--- config.mk ---
export PLATFORM = sky130hd
export DESIGN_NAME = pipe_adder_n_flat
export DESIGN_NICKNAME = d
export VERILOG_FILES = /design/src/rtl/pipe_adder_n_if.sv /design/src/rtl/pipe_adder_n.sv /design/src/flat_wrapper.sv
export SDC_FILE = /design/constraint.sdc
export NUM_CORES = 1
export LEC_CHECK = 0
export CAP_MARGIN = 30
export CORE_MARGIN = 1
export CORE_UTILIZATION = 47
export DETAILED_ROUTE_END_ITERATION = 6
export PLACE_DENSITY_LB_ADDON = 0.05
export SYNTH_ARGS = -nofsm -noshare
export SYNTH_HDL_FRONTEND = slang
export SYNTH_SLANG_ARGS = --single-unit
export TNS_END_PERCENT = 10
--- constraint.sdc ---
create_clock -name clk -period 3.4 [get_ports clk]
set_input_delay 0.68 -clock clk [delete_from_list [all_inputs] [get_ports clk]]
set_output_delay 0.68 -clock clk [all_outputs]
set_load 0.005 [all_outputs]
--- src/rtl/pipe_adder_n_if.sv ---
// Handshake bundle for pipe_adder_n: operand side (in_*) and result side (out_*).
interface pipe_adder_n_if #(
   parameter int WIDTH = 16
) ();
   logic             in_valid;
   logic             in_ready;
   logic [WIDTH-1:0] a;
   logic [WIDTH-1:0] b;
   logic             cin;
   logic             sub;
   logic             out_valid;
   logic             out_ready;
   logic [WIDTH-1:0] sum;
   logic             cout;
   logic             ovf;

   // Adder side of the bundle
   modport slave (
      input  in_valid, a, b, cin, sub, out_ready,
      output in_ready, out_valid, sum, cout, ovf
   );

   // Producer/consumer side of the bundle
   modport master (
      output in_valid, a, b, cin, sub, out_ready,
      input  in_ready, out_valid, sum, cout, ovf
   );
endinterface

--- src/rtl/pipe_adder_n.sv ---
// Pipelined ripple-carry adder/subtractor. The WIDTH-bit add is cut into STAGES
// chunks of CW bits; stage k resolves chunk k and hands its carry to stage k+1.
// Each stage carries the operands forward so later chunks are still available,
// and the partial sum accumulates chunk by chunk. Stall logic lets bubbles
// collapse so the pipe holds up to STAGES ops and runs at one op per clock.
module pipe_adder_n #(
   parameter int WIDTH  = 16,
   parameter int STAGES = 4
) (
   input  logic          clk,
   input  logic          rst,
   pipe_adder_n_if.slave bus
);
   localparam int CW   = WIDTH / STAGES;
   localparam int LAST = STAGES - 1;

   if ((STAGES < 1) || ((WIDTH % STAGES) != 0)) begin : g_param_check
      $error("pipe_adder_n: WIDTH must be a positive multiple of STAGES");
   end

   // Per-stage state: operands (b already conditioned for subtract), running
   // sum, carry out of the chunk resolved in that stage, and valid.
   logic [WIDTH-1:0] a_q [STAGES];
   logic [WIDTH-1:0] b_q [STAGES];
   logic [WIDTH-1:0] s_q [STAGES];
   logic             c_q [STAGES];
   logic             v_q [STAGES];
   logic             adv [STAGES];

   // Stage k may load when some stage at or beyond k is empty, or the output drains.
   // Computed as a suffix-AND of valids so no combinational chain runs between stages.
   always_comb begin
      logic full;
      full = 1'b1;
      for (int k = LAST; k >= 0; k--) begin
         full   = full & v_q[k];
         adv[k] = bus.out_ready | ~full;
      end
   end

   for (genvar k = 0; k < STAGES; k++) begin : g_stage
      logic [WIDTH-1:0] a_x;
      logic [WIDTH-1:0] b_x;
      logic [WIDTH-1:0] s_x;
      logic             c_x;
      logic             v_x;
      logic [CW:0]      chunk;
      logic [WIDTH-1:0] s_d;

      if (k == 0) begin : g_first
         // Subtract is a + ~b + 1, with the borrow-in folded into the carry-in.
         assign a_x = bus.a;
         assign b_x = bus.sub ? ~bus.b : bus.b;
         assign c_x = bus.cin ^ bus.sub;
         assign s_x = '0;
         assign v_x = bus.in_valid;
      end else begin : g_next
         assign a_x = a_q[k-1];
         assign b_x = b_q[k-1];
         assign c_x = c_q[k-1];
         assign s_x = s_q[k-1];
         assign v_x = v_q[k-1];
      end

      assign chunk = {1'b0, a_x[k*CW +: CW]} + {1'b0, b_x[k*CW +: CW]} + {{CW{1'b0}}, c_x};

      // Merge this stage's chunk result into the running sum
      always_comb begin
         s_d              = s_x;
         s_d[k*CW +: CW]  = chunk[CW-1:0];
      end

      // Stage register: valid moves on every advance, data only when a real op arrives
      always_ff @(posedge clk or posedge rst) begin
         if (rst) begin
            v_q[k] <= 1'b0;
            a_q[k] <= '0;
            b_q[k] <= '0;
            s_q[k] <= '0;
            c_q[k] <= 1'b0;
         end else if (adv[k]) begin
            v_q[k] <= v_x;
            if (v_x) begin
               a_q[k] <= a_x;
               b_q[k] <= b_x;
               s_q[k] <= s_d;
               c_q[k] <= chunk[CW];
            end
         end
      end
   end

   assign bus.in_ready  = adv[0];
   assign bus.out_valid = v_q[LAST];
   assign bus.sum       = s_q[LAST];
   assign bus.cout      = c_q[LAST];
   // Carry into the MSB is recovered as a^b^sum at that bit; overflow is it XOR carry-out.
   assign bus.ovf       = a_q[LAST][WIDTH-1] ^ b_q[LAST][WIDTH-1] ^ s_q[LAST][WIDTH-1] ^ c_q[LAST];
endmodule

--- src/flat_wrapper.sv ---
// flat-port wrapper written by rule: the top's interface ports become plain ports
module pipe_adder_n_flat 
#(
   parameter int WIDTH  = 16,
   parameter int STAGES = 4
)
  (clk, rst, bus_in_valid, bus_a, bus_b, bus_cin, bus_sub, bus_out_ready, bus_in_ready, bus_out_valid, bus_sum, bus_cout, bus_ovf);
  pipe_adder_n_if #(.WIDTH(WIDTH)) bus_i ();
  input  logic clk;
  input  logic rst;
  input wire logic [$bits(bus_i.in_valid)-1:0] bus_in_valid;
  input wire logic [$bits(bus_i.a)-1:0] bus_a;
  input wire logic [$bits(bus_i.b)-1:0] bus_b;
  input wire logic [$bits(bus_i.cin)-1:0] bus_cin;
  input wire logic [$bits(bus_i.sub)-1:0] bus_sub;
  input wire logic [$bits(bus_i.out_ready)-1:0] bus_out_ready;
  output wire logic [$bits(bus_i.in_ready)-1:0] bus_in_ready;
  output wire logic [$bits(bus_i.out_valid)-1:0] bus_out_valid;
  output wire logic [$bits(bus_i.sum)-1:0] bus_sum;
  output wire logic [$bits(bus_i.cout)-1:0] bus_cout;
  output wire logic [$bits(bus_i.ovf)-1:0] bus_ovf;
  assign bus_i.in_valid = bus_in_valid;
  assign bus_i.a = bus_a;
  assign bus_i.b = bus_b;
  assign bus_i.cin = bus_cin;
  assign bus_i.sub = bus_sub;
  assign bus_i.out_ready = bus_out_ready;
  assign bus_in_ready = bus_i.in_ready;
  assign bus_out_valid = bus_i.out_valid;
  assign bus_sum = bus_i.sum;
  assign bus_cout = bus_i.cout;
  assign bus_ovf = bus_i.ovf;
  pipe_adder_n #(.WIDTH(WIDTH), .STAGES(STAGES)) u_core (.clk(clk), .rst(rst), .bus(bus_i));
endmodule
==> Word-level counts from Yosys, hierarchy flattened <==
Index checks and enable logic that the tools add are counted.
{ "classes": {"n_mux": 1, "n_addsub": 8, "reduce_logical": 4, "n_bitwise": 16} }
{ "op_table": {"columns": ["op", "n"], "rows": [
  ["$add A4 B4 Y5", 4],
  ["$add A5 B1 Y5", 4],
  ["$mux W16", 1],
  ["$not A16 Y16", 1],
  ["$reduce_and A2 Y1", 4],
  ["$not A1 Y1", 4],
  ["$or A1 B1 Y1", 4],
  ["$xor A1 B1 Y1", 4],
  ["$and A1 B1 Y1", 3]
]} }
{ "totals": {"in_bits": 38, "reg_bits": 176, "wordCells": 49, "output_inout_bits": 20} }

==> Depth between registers and ports, before layout <==
Gate-level depths: netlist (run 1).
{ "logic_depth": {"word_depth": 6, "ltp_mapped": 9, "ltp_nobuf": 7} }

==> Least setup slack after synthesis (run 1) <==
Ideal clock, no wire load.
{ "synth_timing": {"kind": "input-to-reg", "start": "input bus_sub", "end": "register u_core.c_q (netlist bit u_core.g_stage[1].c_x)", "cell_stages": 9, "t_arrival_ps": 2396, "setup_time_ps": 127, "required_time_ps": 3273, "slack_ps": 876, "n_path_buf": 2, "path_cell_list": "buf_2 -> buf_2 -> xnor2_1 -> fa_1 -> inv_1 -> fa_1 -> a21o_1 -> a211oi_1 -> a21oi_1"} }
{ "synth_via": {"elab_chain_len": 3, "word_cells_on_any_way": 4, "cone_classes": "add/sub (2); mux (1); bitwise (1)"} }
{ "synth_lines": {"columns": ["element", "line_no", "text"], "rows": [
  ["from (decl)", "flat_wrapper.sv:15", "input wire logic [$bits(bus_i.sub)-1:0] bus_sub;"],
  ["$mux W16", "pipe_adder_n.sv:53", "assign b_x = bus.sub ? ~bus.b : bus.b;"],
  ["$add A4 B4 Y5", "pipe_adder_n.sv:65", "assign chunk = {1'b0, a_x[k*CW +: CW]} + {1'b0, b_x[k*CW +: CW]} + {{CW{1'b0}}, c_x};"],
  ["$add A5 B1 Y5 (*)", "pipe_adder_n.sv:65", null],
  ["to (signal, indexed assignment)", "pipe_adder_n.sv:87", "c_q[k] <= chunk[CW];"],
  ["to (decl)", "pipe_adder_n.sv:26", "logic c_q [STAGES];"]
]} }
Every way passes the cells marked *; elsewhere a longest branch is shown, timed or not.
A chain may end at the register's enable or synchronous reset.

==> Final worst setup path (run 1) <==
{ "layout_timing": {"start": "input bus_out_ready", "end": "output bus_in_ready"} }
{ "layout_via": {"elab_chain_len": 1} }
{ "layout_lines": {"columns": ["element", "line_no", "text"], "rows": [
  ["from (decl)", "flat_wrapper.sv:16", "input wire logic [$bits(bus_i.out_ready)-1:0] bus_out_ready;"],
  ["$or A1 B1 Y1", "pipe_adder_n.sv:37", "adv[k] = bus.out_ready | ~full;"],
  ["to (decl)", "flat_wrapper.sv:17", "output wire logic [$bits(bus_i.in_ready)-1:0] bus_in_ready;"]
]} }
Every way passes these cells.

==> metrics.csv, run 1 <==
metric,value,unit
startpoint_type,input pin,
post_cts_buffers,0,
postSynthCellCount,324,
synth_edf_count,0,
hold_buffers,0,
ant_nets,0,
ys_types,25,
std_cell_rows,34,
avgSynthCellArea,13.3,µm²
dpl-instance-area,0.00502,mm²
finalWeightedCongestion,0.702,
cts_tree,done,
ys.flop_type,dfrtp_1,
tightestPinTransition,0.923,ns
synth_top_cell_area_share,56.9,%
yosysMostFrequentCell,dfrtp_1,
clockPowerShare,19.9,%
htreeDepth,3,
pwr-share-comb,32.5,%
antenna_found_initial,0,
hold_path.class,flop to flop,
p_sw_share,29.1,%
synth_common_cells,"98 x dfrtp_1, 66 x mux2_2, 30 x nand2_1, 24 x o21ai_0, 17 x xnor2_1",
status,"complete, but fails checks",
p_leak,0.00231,µW
dp_hpwl,4.88,mm
rr_startpoint,u_core.g_stage[2].c_x,
start_util,48.9,%
drc,6,
syn2layout_area_growth,21.0,%
cts-root-buf,clkbuf_8,
grt_usage,15.7,%
io_buffers,57,
grt_pass1_wl,11.7,mm
setup.worst_path.end,bus_in_ready,
insertion_delay,0.35,ns
irDropWorstVdd,0.272,mV
drt_pre_antenna_iters,7,
switchingPower,1100,µW
multi_input_area,0.00174,mm²
setup_viol,0,
critPathSlowestCell,clkdlybuf4s50_1,
dr_total_vias,2451,
antennaDiodeCount,0,
drive_above_1_share,23.5,%
cellInternalPower,2690,µW
max_slew_margin,38.3,%
crit_chain,clkdlybuf4s50_1 -> nand4b_2 -> or2_2 -> clkdlybuf4s50_1,
ys_warn_count,0,
netlist_area,0.00431,mm²
final_area,0.00522,mm²
dieArea,0.00956,mm²
fmax,354,MHz
cts_buffer_depth,2,
register_area,0.00245,mm²
ys_ff_latch,98,
period_needed,2.82,ns
fillers,759,
cts_sinks,98,
post-route-period-util,83.0,%
yosys-top-cells-area,"dfrtp_1 57%, mux2_2 17%, fa_1 3.7%, ha_1 3.5%, xnor2_1 3.5%",
synth_top_cell_by_area,dfrtp_1,
violations,design-rule violations,
coreArea,0.00881,mm²
cts_resized,0,
grt_pass1_vias,2385,
grt_start_max_net_pins,59,
grt.overflow.total,0,
design.final.nets,444,
via_per_inst,4.91,
ff2ff_path_depth,5,
cp_data_required_time,2.72,ns
critPathArrivalTime,2.14,ns
hold_violations,0,
die_h,97.8,µm
finClkSkew,0.0118,ns
numCtsBuffers,9,
drt_wl_total,6.71,mm
synth.net_count,382,
finalSetupTns,0,ns
async_reset_ff_share,100,%
r2r_slack,1.58,ns
startpoint,bus_out_ready,
rsz0062_at_grt,no,
die_x,97.8,µm
power_density,726,mW/mm²
cpMostUsedCell,clkdlybuf4s50_1,
drt_iter0_drc,49,
yosysSeqAreaShare,56.9,%
clk_pin_slew,0.09,ns
seqPwrFrac,47.5,%
path_class,input pin to primary output,
slowest_delay,0.45,ns
end_kind,primary output,
r2r_end,u_core.g_stage[3].c_x,
drv_cap,0,
drv_slew,0,
crit_path_max_fanout,4,
wl_per_cell,13.4,µm
pin_count,58,
flip-flops by register name, summed over array words and instances (netlist names):
name / count
u_core.g_stage.c_x: 3
u_core.g_stage.a_x: 24
u_core.g_stage.b_x: 24
u_core.g_stage.v_x: 3
u_core.bus.cout: 1
u_core.bus.sum: 16
u_core.a_q: 1
u_core.g_stage.s_x: 24
u_core.b_q: 1
u_core.bus.out_valid: 1
through the flow:
stage / setup WS [ns] / util, % / total power (µW) / hold WS (ns) / instances
finish: 0.576 / 59.2 / 3790 / 0.482 / 499
global route: 0.470 / 59.2 / 4070 / 0.505 / 499
CTS: 0.562 / 59.2 / 3850 / 0.491 / 499
detailed placement: 0.496 / 57.0 / 3090 / 0.468 / 483
global placement: 0.551 / 57.0 / 3030 / 0.460 / 483
floorplan: 0.158 / - / 2570 / 0.445 / 324
critical path: cells and delay by family:
family	cells	cell delay, ns
buffers and inverters	2	0.87
and+or+nand+nor	2	0.60
metal layers:
layer	global-route usage [%]	routed length (µm)
met2	23.1	2840
met5	0	0
met4	6.99	125
met3	2.79	211
met1	22.9	3530
final cells by class:
class,instances,share of cell area (%)
clock inverter,6,1.39
clock buffer,10,2.45
tap,108,2.59
inverter,14,1.06
sequential,98,47.0
multi-input combinational,199,33.3
timing repair buffer,64,12.2
power by group through the flow:
stage                     Sequential (µW)  Combinational (µW)  Clock [µW]
after floorplan                      1770                 804           0
after global placement               1810                1220           0
after detailed placement             1840                1250           0
after CTS                            1810                1260         782
after global routing                 1860                1380         832
final                                1800                1230         755
how the worst min path moves through the flow:
stage / to / depth (start not counted) / from / slack (ns)
after floorplan: u_core.g_stage[2].s_x[7] / 2 / u_core.g_stage[2].s_x[7] / 0.44
after global placement: u_core.g_stage[1].b_x[9] / 2 / u_core.g_stage[1].b_x[9] / 0.46
after global routing: u_core.g_stage[1].b_x[15] / 2 / u_core.g_stage[1].b_x[15] / 0.51
after detailed placement: u_core.g_stage[2].s_x[4] / 2 / u_core.g_stage[2].s_x[4] / 0.47
after CTS: u_core.g_stage[1].b_x[15] / 2 / u_core.g_stage[1].b_x[15] / 0.49
final: u_core.g_stage[2].s_x[4] / 2 / u_core.g_stage[2].s_x[4] / 0.48
kinds of logic after synthesis:
group                    Yosys count  synth area share (%)
buffers and inverters             27                  2.76
adder cells (fa/ha/maj)           20                  7.20
AND/OR/NAND/NOR                   42                  4.47
AO/OA/AOI/OAI                     44                  5.95
flip-flops                        98                  56.9
XOR/XNOR                          27                  5.49
multiplexers                      66                  17.2
layout by cell type, fill, tap and decap left out, types with 2 or more instances in the layout:
cell / Yosys / layout
ha_1: 12 / 12
xor2_1: 10 / 10
clkdlybuf4s50_1: 0 / 57
nand2_1: 30 / 30
clkbuf_8: 0 / 9
mux2_2: 66 / 66
o21a_1: 2 / 2
o21ai_0: 24 / 24
nand3b_1: 2 / 2
nor2_1: 2 / 2
a21o_1: 6 / 6
inv_6: 0 / 3
fa_1: 8 / 8
xnor2_1: 17 / 17
a21oi_1: 9 / 9
dfrtp_1: 98 / 98
buf_4: 1 / 6
nand2b_1: 4 / 4
inv_1: 14 / 13
(Power assumes the default switching activity.)
==> inputs of run 2 (changes only) <==
==> constraint.sdc (replaced) <==
create_clock -name clk -period 2.4 [get_ports clk]
set_input_delay 0.48 -clock clk [delete_from_list [all_inputs] [get_ports clk]]
set_output_delay 0.48 -clock clk [all_outputs]
set_load 0.005 [all_outputs]
==> run 2 against run 1 <==
Effect of this change:
- the flow still finishes with violations (design-rule violations)
- combinational power grew 45%
- clock skew shrank 0.0012 ns
- worst hold slack gained 0.0036 ns
- sequential power grew 42%
- register-to-register slack lost 1.1 ns
- non-clock buffer count grew 3
- count of clock-buffer cells in the layout shrank 1
- critical path type unchanged
- largest power group unchanged
==> metrics.csv, run 2 (synthesis results as in run 1) <==
metric,value,unit
fmax,427,MHz
max_slew_margin,66.0,%
drt_iter0_drc,108,
post-route-period-util,97.5,%
post_cts_buffers,0,
design.final.nets,447,
cts-root-buf,clkbuf_8,
insertion_delay,0.35,ns
violations,design-rule violations,
numCtsBuffers,9,
critical-path-top-delay-family,buffers and inverters,
ant_nets,0,
hold_violations,0,
syn2layout_area_growth,23.3,%
finalWeightedCongestion,0.752,
cts_buffer_depth,2,
ff2ff_path_depth,5,
antennaDiodeCount,0,
drv_slew,0,
irDropWorstVdd,0.394,mV
die_h,97.8,µm
cts_sinks,98,
end_kind,primary output,
drv_cap,0,
hold_path_depth,2,
dr_total_vias,2489,
rsz0062_at_grt,no,
hold_buffers,0,
crit_chain,clkdlybuf4s50_1 -> nand4b_2 -> or2_2 -> clkdlybuf4s50_1,
io_buffers,57,
cts_resized,0,
std_cell_rows,34,
drive_above_1_share,24.4,%
drt_wl_total,6.78,mm
startpoint_type,input pin,
period_needed,2.34,ns
timing.critical_path.buf_inv,2,
drt_pre_antenna_iters,7,
grt_usage,16.3,%
die_x,97.8,µm
status,"complete, but fails checks",
start_util,48.9,%
fin_util,60.3,%
cts_tree,done,
via_per_inst,4.96,
tightestPinTransition,0.510,ns
grt.overflow.total,0,
hold_ws,0.486,ns
dp_hpwl,4.74,mm
setup_viol,0,
hold_path.class,flop to flop,
cpMostUsedCell,clkdlybuf4s50_1,
cp.depth,4,
power_density,1050,mW/mm²
clk_pin_slew,0.09,ns
layout_commonest_cell,dfrtp_1,
htreeDepth,3,
cp_data_required_time,1.92,ns
pin_count,58,
critPathSlowestCell,clkdlybuf4s50_1,
grt_pass1_vias,2537,
p_leak,0.00235,µW
antenna_found_initial,0,
grt_start_max_net_pins,99,
path_class,input pin to primary output,
crit_path_max_fanout,3,
coreArea,0.00881,mm²
critPathArrivalTime,1.86,ns
drc,8,
grt_pass1_wl,12.3,mm
dieArea,0.00956,mm²
layout_common_cells,"98 x dfrtp_1, 66 x mux2_2, 57 x clkdlybuf4s50_1",
finClkSkew,0.0106,ns
wl_per_cell,13.5,µm
slowest_delay,0.45,ns
[run 2: changes by cell type in the layout (fill, tap and decap cells not counted)]
cell,delta
buf_12,+2
buf_4,+1
bufinv_16,+2
clkbuf_1,-1
clkinvlp_4,+1
inv_4,-1
inv_6,-1
[run 2: worst register-to-register path, delay by kind of cell (launching register included)]
family / cells / cell delay [ns]
flops: 1 / 0.42
fa+ha+maj: 2 / 0.91
compound gates: 3 / 0.41
[run 2: path summary, 6_finish.rpt]
kind	start	to	slack, ns
worst min register to register	u_core.g_stage[1].s_x[3]	u_core.g_stage[1].s_x[3]	0.49
worst max-delay path	bus_out_ready	bus_in_ready	0.06
max in group asynchronous	rst	u_core.bus.sum[10]	1.39
worst max register to register	u_core.g_stage[2].c_x	u_core.g_stage[3].c_x	0.53
min in group asynchronous	rst	u_core.g_stage[1].b_x[14]	0.62
worst min-delay path	u_core.g_stage[1].s_x[3]	u_core.g_stage[1].s_x[3]	0.49
[run 2: layout make-up]
class / count / area [µm²]
clock buffers: 9 / 124
clock inverters: 7 / 124
fillers: 729 / 3490
inverters: 14 / 56.3
multi-input cells: 199 / 1740
flip-flops and latches: 98 / 2450
well taps: 108 / 135
repair buffers: 67 / 683
[run 2: per-layer routing]
layer / vias up / GRT usage [%] / wire length (µm)
met1: 1204 / 25.0 / 3580
met2: 45 / 23.1 / 2910
met4: 0 / 6.64 / 89
li1: 1233 / - / -
met3: 7 / 2.65 / 197
met5: - / 0 / 0
[run 2: metrics by stage]
stage	setup WS (ns)	std cells	power, µW	instance area, µm²	TNS, ns
6_report	0.0605	502	5600	5310	0
3_5_place_dp	-0.0986	486	4400	5070	-0.138
4_1_cts	0.0520	502	5690	5310	0
3_3_place_gp	-0.0524	486	4320	5070	-0.0769
5_1_grt	0.0154	502	6020	5310	0
2_1_floorplan	0.0763	324	3640	4310	0
[run 2: power by group]
group	switching (µW)	internal [µW]	leakage (µW)	total [µW]
Clock	573	702	0.000120	1280
Sequential	327	2220	0.00117	2550
Combinational	672	1110	0.00106	1780
Total	1570	4030	0.00235	5600
==> inputs of run 3 (changes only) <==
--- a/config.mk
+++ b/config.mk
@@ -9,7 +9,9 @@
 export CORE_MARGIN = 1
 export CORE_UTILIZATION = 47
 export DETAILED_ROUTE_END_ITERATION = 6
-export PLACE_DENSITY_LB_ADDON = 0.05
+export GPL_ROUTABILITY_DRIVEN = 1
+export PLACE_DENSITY = 0.82
+export SKIP_LAST_GASP = 1
 export SYNTH_ARGS = -nofsm -noshare
 export SYNTH_HDL_FRONTEND = slang
 export SYNTH_SLANG_ARGS = --single-unit
==> run 3 against run 2 <==
Effect of this change:
- the flow still finishes with violations (design-rule violations)
- clock power shrank 16%
- design area shrank 0.42%
- non-clock buffer count up 1
- via count increased by 0.28%
- worst hold slack got worse by 0.050 ns
- fmax hardly changed
- routed wire length grew 2.8%
- clock skew is 0.0033 ns lower
- sequential cell count did not move
- core utilization is 0.26 points lower
- die area is the same
- highest routed layer unchanged
==> metrics.csv, run 3 (synthesis results as in run 1) <==
metric,value,unit
antenna_found_initial,0,
crit_path_max_fanout,3,
dr_total_vias,2496,
violations,design-rule violations,
via_per_inst,4.96,
wl_per_cell,13.8,µm
stdcell_count,503,
final_area,0.00529,mm²
post_cts_buffers,0,
startpoint_type,input pin,
end_kind,primary output,
p_sw_share,28.6,%
place_ws,-0.0717,ns
htreeDepth,3,
die_x,97.8,µm
coreArea,0.00881,mm²
hold_buffers,0,
clockPowerShare,19.7,%
finalWeightedCongestion,0.811,
grt_pass1_wl,12.1,mm
rsz0062_at_grt,no,
dp_hpwl,5.15,mm
hold_path.class,input pin to async pin,
crit_chain,clkdlybuf4s50_1 -> nand4b_2 -> or2_2 -> clkdlybuf4s50_1,
cellInternalPower,3860,µW
pwr-share-comb,32.9,%
pin_count,58,
power_density,1020,mW/mm²
finalSetupTns,0,ns
finClkSkew,0.00724,ns
dpl-instance-area,0.00509,mm²
clk_pin_slew,0.09,ns
critPathSlowestCell,clkdlybuf4s50_1,
status,"complete, but fails checks",
tightestPinTransition,0.339,ns
layout_common_cells,"98 x dfrtp_1, 66 x mux2_2, 57 x clkdlybuf4s50_1",
period_needed,2.34,ns
dieArea,0.00956,mm²
syn2layout_area_growth,22.8,%
design.final.nets,448,
cp_data_required_time,1.92,ns
numCtsBuffers,9,
path_class,input pin to primary output,
cts_buffer_depth,2,
drt_iter0_drc,120,
cts-root-buf,clkbuf_8,
grt_usage,16.1,%
seqPwrFrac,47.3,%
cpMostUsedCell,clkdlybuf4s50_1,
drv_cap,0,
drc,8,
cts_resized,0,
grt_start_max_net_pins,46,
drive_above_1_share,24.3,%
switchingPower,1550,µW
start_util,48.9,%
critPathArrivalTime,1.86,ns
worst_slack,0.0625,ns
insertion_delay,0.36,ns
layout_commonest_cell,dfrtp_1,
ant_nets,0,
antennaDiodeCount,0,
fmax,428,MHz
slowest_delay,0.45,ns
dp.cells,487,
die_h,97.8,µm
irDropWorstVdd,0.336,mV
drv_slew,0,
hold_violations,0,
post-route-period-util,97.4,%
std_cell_rows,34,
drt_pre_antenna_iters,7,
cts_tree,done,
max_slew_margin,77.4,%
fin_util,60.1,%
io_buffers,57,
grt.overflow.total,0,
setup_viol,0,
grt_pass1_vias,2627,
p_leak,0.00234,µW
cts_sinks,98,
drt_wl_total,6.96,mm
-- run 3: cell type report --
class                           count  area (µm²)
Fill cell                         698        3510
Multi-Input combinational cell    199        1740
Inverter                           14        56.3
Clock buffer                       12         155
Clock inverter                      4        50.0
Tap cell                          108         135
Timing Repair Buffer               68         703
Sequential cell                    98        2450
-- run 3: worst max-delay path, delay by kind of cell --
kind	cells	cell delay, ns
buf+inv	2	0.87
simple gates	2	0.51
-- run 3: final timing paths --
| kind | from | endpoint | slack [ns] | depth (start not counted) |
|---|---|---|---|---|
| max reg2reg | u_core.g_stage[1].c_x | u_core.g_stage[2].c_x | 0.54 | 7 |
| max in group asynchronous | rst | u_core.g_stage[3].s_x[0] | 1.44 | 3 |
| min in group clk | u_core.g_stage[2].s_x[4] | u_core.g_stage[2].s_x[4] | 0.48 | 2 |
| min reg2reg | u_core.g_stage[2].s_x[4] | u_core.g_stage[2].s_x[4] | 0.48 | 2 |
| min | rst | u_core.g_stage[1].a_x[14] | 0.44 | 2 |
| max | bus_out_ready | bus_in_ready | 0.06 | 4 |
-- run 3: layer usage --
| metal | track usage [%] | share of wire (%) | vias up |
|---|---|---|---|
| met5 | 0 | 0 | - |
| met2 | 25.6 | 48 | 52 |
| li1 | - | - | 1223 |
| met4 | 8.86 | 1.8 | 0 |
| met1 | 21.3 | 47 | 1209 |
| met3 | 2.43 | 3.1 | 12 |
-- run 3: stage by stage --
step | hold WS (ns) | power, µW
6_report | 0.435 | 5410
5_1_grt | 0.458 | 5770
4_1_cts | 0.435 | 5470
3_5_place_dp | 0.469 | 4410
3_3_place_gp | 0.462 | 4300
2_1_floorplan | 0.445 | 3640
-- run 3: power by group through the flow --
| stage | registers [µW] | logic (µW) | clock network (µW) |
|---|---|---|---|
| 3_5_place_dp | 2610 | 1800 | 0 |
| 4_1_cts | 2580 | 1810 | 1090 |
| 5_1_grt | 2650 | 1970 | 1150 |
| 3_3_place_gp | 2570 | 1730 | 0 |
| 6_report | 2560 | 1780 | 1070 |
| 2_1_floorplan | 2500 | 1140 | 0 |
